### src/rtl/seq_cmp_pkg.sv
// Shared types for the sequential magnitude comparator: FSM states, result flags, chunk count.
package seq_cmp_pkg;

  typedef enum logic [1:0] {IDLE, RUN, DONE} state_t;

  typedef struct packed {
    logic g;
    logic e;
    logic l;
  } result_t;

  function automatic int nchunk(input int nb, input int cw);
    return nb / cw;
  endfunction

endpackage

### src/rtl/chunk_cmp.sv
// Combinational CW-bit unsigned compare of one operand chunk.
module chunk_cmp #(
  parameter int CW = 4
) (
  input  logic [CW-1:0] a,
  input  logic [CW-1:0] b,
  output logic          gt,
  output logic          eq
);

  assign gt = (a > b);
  assign eq = (a == b);

endmodule

### src/rtl/seq_mag_comparator.sv
// Multi-cycle NB-bit magnitude comparator, CW bits per cycle, MSB chunk first.
// Define SEQ_CMP_EARLY_EXIT_EN to finish on the first differing chunk instead of constant time.
module seq_mag_comparator
  import seq_cmp_pkg::*;
#(
  parameter int NB = 16,
  parameter int CW = 4
) (
  input  logic          clk,
  input  logic          rst_n,
  input  logic          start,
  input  logic [NB-1:0] A,
  input  logic [NB-1:0] B,
  input  logic          sign_mode,
  output logic          busy,
  output logic          done,
  output logic          G,
  output logic          E,
  output logic          L
);

  localparam int NCHUNK = nchunk(NB, CW);
  localparam int IW = (NCHUNK > 1) ? $clog2(NCHUNK) : 1;
  localparam logic [IW-1:0] LAST_IDX = IW'(NCHUNK - 1);
  localparam logic [NB-1:0] MSB_MASK = NB'(1) << (NB - 1);

  if (((NB % CW) != 0) || (NB < CW)) begin : g_bad_cfg
    $error("seq_mag_comparator: NB must be a non-zero multiple of CW");
  end

  state_t        state;
  logic [NB-1:0] a_q, b_q;
  logic [IW-1:0] idx;
  logic          decided, gt_q;
  logic          busy_q, done_q;
  result_t       res;

  logic [NB-1:0] a_sh, b_sh;
  logic [CW-1:0] a_chunk, b_chunk;
  logic          chunk_gt, chunk_eq;
  logic          decided_nxt, gt_nxt, last_chunk, finish;

  // Shifting the selected chunk up to the MSB end keeps the mux a single barrel shift.
  always_comb begin
    a_sh    = a_q << (int'(idx) * CW);
    b_sh    = b_q << (int'(idx) * CW);
    a_chunk = a_sh[NB-1 -: CW];
    b_chunk = b_sh[NB-1 -: CW];
  end

  chunk_cmp #(.CW(CW)) u_chunk_cmp (
    .a  (a_chunk),
    .b  (b_chunk),
    .gt (chunk_gt),
    .eq (chunk_eq)
  );

  assign decided_nxt = decided | ~chunk_eq;
  assign gt_nxt      = decided ? gt_q : chunk_gt;
  assign last_chunk  = (idx == LAST_IDX);

`ifdef SEQ_CMP_EARLY_EXIT_EN
  assign finish = last_chunk | ~chunk_eq;
`else
  assign finish = last_chunk;
`endif

  // Operands are sign-biased at capture, so the RUN loop only ever does unsigned compares.
  always_ff @(posedge clk or negedge rst_n) begin
    if (!rst_n) begin
      state   <= IDLE;
      a_q     <= '0;
      b_q     <= '0;
      idx     <= '0;
      decided <= 1'b0;
      gt_q    <= 1'b0;
      busy_q  <= 1'b0;
      done_q  <= 1'b0;
      res     <= '0;
    end else begin
      done_q <= 1'b0;
      case (state)
        IDLE, DONE: begin
          if (start) begin
            a_q     <= A ^ (sign_mode ? MSB_MASK : '0);
            b_q     <= B ^ (sign_mode ? MSB_MASK : '0);
            idx     <= '0;
            decided <= 1'b0;
            gt_q    <= 1'b0;
            res     <= '0;
            busy_q  <= 1'b1;
            state   <= RUN;
          end else begin
            state <= IDLE;
          end
        end
        RUN: begin
          idx     <= idx + 1'b1;
          decided <= decided_nxt;
          gt_q    <= gt_nxt;
          if (finish) begin
            res    <= '{g: decided_nxt & gt_nxt, e: ~decided_nxt, l: decided_nxt & ~gt_nxt};
            busy_q <= 1'b0;
            done_q <= 1'b1;
            state  <= DONE;
          end
        end
        default: state <= IDLE;
      endcase
    end
  end

  assign busy = busy_q;
  assign done = done_q;
  assign G    = res.g;
  assign E    = res.e;
  assign L    = res.l;

endmodule

### config.mk
export PLATFORM = sky130hd
export DESIGN_NAME = seq_mag_comparator
export DESIGN_NICKNAME = d
export VERILOG_FILES = /design/src/rtl/seq_cmp_pkg.sv /design/src/rtl/chunk_cmp.sv /design/src/rtl/seq_mag_comparator.sv
export SDC_FILE = /design/constraint.sdc
export NUM_CORES = 1
export LEC_CHECK = 0
export CAP_MARGIN = 20
export CORE_ASPECT_RATIO = 0.5
export CORE_MARGIN = 3
export CORE_UTILIZATION = 54
export DETAILED_ROUTE_END_ITERATION = 7
export PLACE_DENSITY = 0.84
export SETUP_SLACK_MARGIN = 0.4
export SLEW_MARGIN = 5
export SYNTH_ARGS = -nofsm -noshare
export SYNTH_HDL_FRONTEND = slang
export SYNTH_HIERARCHICAL = 1
export SYNTH_SLANG_ARGS = --single-unit
### constraint.sdc
create_clock -name clk -period 4.5 [get_ports clk]
set_input_delay 0.45 -clock clk [delete_from_list [all_inputs] [get_ports clk]]
set_output_delay 0.45 -clock clk [all_outputs]
set_load 0.05 [all_outputs]
; Word level (Yosys, flattened, before mapping)
; Index checks and enable logic that the tools add are counted.
[word_totals]
register_bits = 43
inputBits = 36
out_inout_bits = 5
elab_cells = 53
[classes]
addsub = 1
n_lt_le_gt_ge = 1
eq_ne = 6
shift = 2
n_mux = 18
bitwise_logic = 8
reduce_logical = 6
[ops]
columns = op, count
row1 = $shl 16x4->16, 2
row2 = $xor 16x16->16, 2
row3 = $mux 16, 1
row4 = $pmux 2 s2, 2
row5 = $mux 1, 7
row6 = $mux 3, 2
row7 = $pmux 1 s2, 3
row8 = $pmux 3 s2, 1
row9 = $eq 2x2->1 const B, 2
row10 = $eq 4x4->1, 1
row11 = $gt 4x4->1, 1
row12 = $mux 2, 2
row13 = $ne 2x2->1 const B, 2
row14 = $reduce_and 2->1, 2
row15 = $not 1->1, 3
row16 = $reduce_and 3->1, 1
row17 = $add 2x1->2 const B, 1
row18 = $and 1x1->1, 2
row19 = $eq 2x1->1 const B, 1
row20 = $logic_not 2->1, 1
row21 = $reduce_bool 2->1, 1
row22 = $reduce_or 2->1, 1
row23 = $or 1x1->1, 1

; Longest topological paths before layout
[logic_depth]
word_depth = 7
mapped_depth = 10
ltp_nobuf = 9

; Hierarchy
; Netlist, hierarchy kept.
[modules_own_cells]
columns = module, n_inst, cells_each, area_each_um2, seq_area_each_um2
row1 = seq_mag_comparator, 1, 187, 1881.8, 1076.0
row2 = chunk_cmp, 1, 13, 108.9, 0.0

; Least setup slack after synthesis
; No wires, ideal clock.
[synth_path]
path_kind = reg-to-reg
startpoint = register idx[0]
endpoint = register res (netlist bit L)
setup_time_ns = 0.076
arrival_ns = 2.067
required_ns = 4.424
path_slack_ns = 2.357
path_stages_with_launch = 10
path_buffers = 1
period_less_slack_ns = 2.143
cell_sequence = dfrtp_1 -> buf_6 -> mux4_2 -> ha_1 -> nor2b_2 -> o211ai_2 -> a21oi_2 -> mux2i_1 -> nand3_1 -> o21ai_1
[synth_between]
elab_chain_len = 7
word_cells_on_any_way = 14
cone_classes = order compare: 1 / eq/ne: 3 / shift: 2 / mux: 3 / bitwise: 4 / reduce/logical: 1
[synth_rtl]
columns = item, line
row1 = from (decl), seq_mag_comparator.sv:33  ; logic [IW-1:0] idx;
row2 = from (signal assigned), seq_mag_comparator.sv:98  ; idx <= idx + 1'b1;
row3 = $shl 16x4->16, seq_mag_comparator.sv:45  ; a_sh = a_q << (int'(idx) * CW);
row4 = net a_sh[13], seq_mag_comparator.sv:38  ; logic [NB-1:0] a_sh, b_sh;
row5 = $gt 4x4->1, chunk_cmp.sv:11  ; assign gt = (a > b);
row6 = net chunk_gt, seq_mag_comparator.sv:40  ; logic chunk_gt, chunk_eq;
row7 = $mux 1, seq_mag_comparator.sv:59  ; assign gt_nxt = decided ? gt_q : chunk_gt;
row8 = $not 1->1, seq_mag_comparator.sv:102  ; res <= '{g: decided_nxt & gt_nxt, e: ~decided_nxt, l: decided_nxt & ~gt_nxt};
row9 = $and 1x1->1, seq_mag_comparator.sv:102
row10 = $mux 3, seq_mag_comparator.sv:101  ; if (finish) begin
row11 = $pmux 3 s2, seq_mag_comparator.sv:82  ; case (state)
row12 = to (signal assigned), seq_mag_comparator.sv:102
row13 = to (decl), seq_mag_comparator.sv:36  ; result_t res;
; The timed path passes the listed nets, and every way through them passes these cells. The select of a mux whose other input is x is not followed.
; A chain may end at the register's enable or synchronous reset.

; Final worst setup path
; Same ends and word-level chain as after synthesis.

==> results.tsv <==
stage	metric	value	unit
power	Max rail drop VDD	0.300	mV
placed_design	placed insts	278	
detailed_routing	drt pass-1 iters	4	
sta	fmax	392	MHz
placed_design	RePlAce Congestion	0.790	
critical_path	CP Capture Type	register	
floorplan	core area	3260	µm²
sta	Final Cycle Share	56.8	%
finish	layout cells sized above 1	10.5	%
grt	grt total ovfl	0	
grt	met1 GRT Util	26.2	%
grt	busiest grt layer	met2	
sta	setup ws final	1.95	ns
logic_synthesis	Unique masters post-synth	28	
finish	n_diodes	0	
floorplan	Starting Density	61.1	%
clocking	H-tree lvl count	2	
grt	vias in the first global route	1405	
logic_synthesis	post-synth top area share	54.1	%
logic_synthesis	top cells by area, synth	dfrtp_1 54%, nand2_1 18%, mux4_2 9.1%	
sta	Pins Over Slew Limit	0	
logic_synthesis	Yosys top cell by area	dfrtp_1	
clocking	Clock Sinks	43	
clocking	CTS clk-pin slew, worst paths	0.08	ns
detailed_routing	Post-DRT Antenna Nets	0	
grt	GRT met2 Usage	30.1	%
floorplan	die area	4500	µm²
logic_synthesis	sequential element share of the synthesized area	54.1	%
power	Pleak	1.22	nW
finish	most frequent cells in the layout	97 x nand2_1, 43 x dfrtp_1, 39 x clkdlybuf4s50_1	
detailed_routing	Starting DRT DRC Count	78	
finish	non-filler instance count after layout	286	
finish	Final Util	76.0	%
clocking	root buffer cell	clkbuf_8	
clocking	Post-CTS Setup Bufs	0	
grt	first-pass GRT wire length	6.72	mm
grt	initial antenna violation count	0	
logic_synthesis	yosys warns	6	
grt	overall global routing resource usage	19.3	%
critical_path	WP data required	4.73	ns
sta	Setup TNS	0	ns
critical_path	CP Launch Type	register	
finish	FF+latch area	1080	µm²
clocking	Clock Latency Late Sink	0.30	ns
clocking	CTS tree	built	
detailed_routing	Routed WL per cell	13.3	µm
clocking	CTS Buf Count	5	
logic_synthesis	Mapped Cells	200	
status	outcome	complete, no violations	
grt	largest net degree at the start of global routing	44	
critical_path	Critical Path AT	2.78	ns
logic_synthesis	Synth Cell Area	1990	µm²
critical_path	crit-path max FO	11	
power	PD cells	686	nW/µm²
job	# Max-Cap Violations	0	
logic_synthesis	syn_area_per_cell	9.95	µm²
detailed_routing	Final Routed Wirelength	3.81	mm
finish	most common cell after layout, fill and taps aside	nand2_1	
placed_design	Port Buffers	40	
finish	Layout area overhead	24.5	%
clocking	maximum clock path buffer count	2	
sta	Tightest Pin Transition	0.919	ns
finish	fill count	232	
placed_design	Place WS	1.94	ns
sta	final setup vio count	0	
sta	Slew headroom	38.7	%
sta	Fin Clk Skew	0.00583	ns
placed_design	detailed placement HPWL	2.68	mm
grt	GR Util met3	5.70	%
clocking	post-cts gate resize count	0	
floorplan	overall die width	91.9	µm
sta	RSZ-0062 raised after global routing	no	
finish	fin nets	279	
floorplan	Chip Height	48.9	µm
logic_synthesis	synthesized flop and latch total	43	
sta	final hold violations	0	
detailed_routing	DR vias	1440	
clocking	Post-CTS Hold Fix Bufs	0	
floorplan	IO Count	41	
detailed_routing	Remaining DRCs	0	
floorplan	Rows	14	
hold_path	Min-Delay Path Class	input port to asynchronous set/reset pin	
logic_synthesis	Mapped Nets	241	
sta	post-route minimum period	2.55	ns
critical_path	Crit Path Category	register to register	
finish	multi-input logic area	817	µm²
detailed_routing	via/cell ratio	5.03	
[power breakdown]
group	internal (W)	leakage (nW)	total, W	switching, W
combinational	0.000366	0.639	0.000758	0.000392
clock	0.000120	0.0470	0.000246	0.000126
sequential	0.000560	0.532	0.000696	0.000136
total	0.00105	1.22	0.00170	0.000654
[stage by stage]
step / cell area (µm²) / hold slack (ns) / power (W)
floorplan: 1990 / 0.154 / 0.00126
global placement: 2380 / 0.454 / 0.00140
detailed placement: 2380 / 0.457 / 0.00145
CTS: 2470 / 0.320 / 0.00170
global route: 2480 / 0.361 / 0.00185
finish: 2480 / 0.282 / 0.00170
[logic make-up (layout without fill, tap and decap cells)]
logic type / after synthesis / after routing / synth area share, %
adder cells (fa/ha/maj): 5 / 5 / 3.14
flip-flops: 43 / 43 / 54.1
XOR/XNOR: 2 / 2 / 0.880
multiplexers: 9 / 9 / 9.55
AO/OA/AOI/OAI: 12 / 12 / 4.34
buffers and inverters: 17 / 55 / 5.03
AND/OR/NAND/NOR: 112 / 112 / 23.0
[flip-flops by register name, summed over array words and instances, names as in the netlist]
signal / count
decided: 1
a_q: 16
state: 2
gt_q: 1
busy: 1
done: 1
idx: 2
E: 1
b_q: 16
L: 1
G: 1
[metal layers]
metal  wire length [µm]  vias to the layer above  share of wire [%]
li1                   -                      716                  -
met1               1820                      681                 48
met2               1780                       38                 47
met3                182                        5                4.8
met4                 29                        0               0.76
met5                  0                        -                  0
[layout make-up]
cell class,instances,area share [%]
clock inverter,1,0.202
tap,48,2.42
inverter,6,0.909
multi-input combinational,140,33.0
clock buffer,6,3.33
sequential,43,43.4
timing repair buffer,42,16.7
[final timing paths]
kind	from	to	slack, ns	cells after the start
max	idx[0]$_DFFE_PN0P_	L$_DFFE_PN0P_	1.95	8
min	rst_n	a_q[6]$_DFFE_PN0P_	0.28	1
max reg2reg	idx[0]$_DFFE_PN0P_	L$_DFFE_PN0P_	1.95	8
min in group clk	a_q[1]$_DFFE_PN0P_	a_q[1]$_DFFE_PN0P_	0.47	2
max in group asynchronous	rst_n	L$_DFFE_PN0P_	3.64	1
min reg2reg	a_q[1]$_DFFE_PN0P_	a_q[1]$_DFFE_PN0P_	0.47	2
[critical path: stages, from the launching register on]
cell      delay (ns)
dfrtp_1         0.70
mux4_2          0.57
ha_1            0.32
nor2b_2         0.16
o211ai_2        0.15
a21oi_2         0.08
mux2i_1         0.25
nand3_1         0.12
o21ai_1         0.12
[synthesized netlist by cell type]
cell / count
nand2_1: 97
dfrtp_1: 43
mux4_2: 8
ha_1: 5
inv_1: 5
nand3_1: 5
buf_2: 4
buf_4: 4
o21ai_1: 4
nand2b_1: 3
buf_6: 2
nor2_1: 2
o21ai_0: 2
xnor2_1: 2
a21oi_1: 1
a21oi_2: 1
a22o_1: 1
and2b_1: 1
and4_1: 1
clkbuf_2: 1
inv_2: 1
mux2i_1: 1
nand3b_2: 1
nor2b_1: 1
nor2b_2: 1
o211ai_2: 1
o2bb2ai_1: 1
o31ai_2: 1
(Power assumes the default switching activity.)
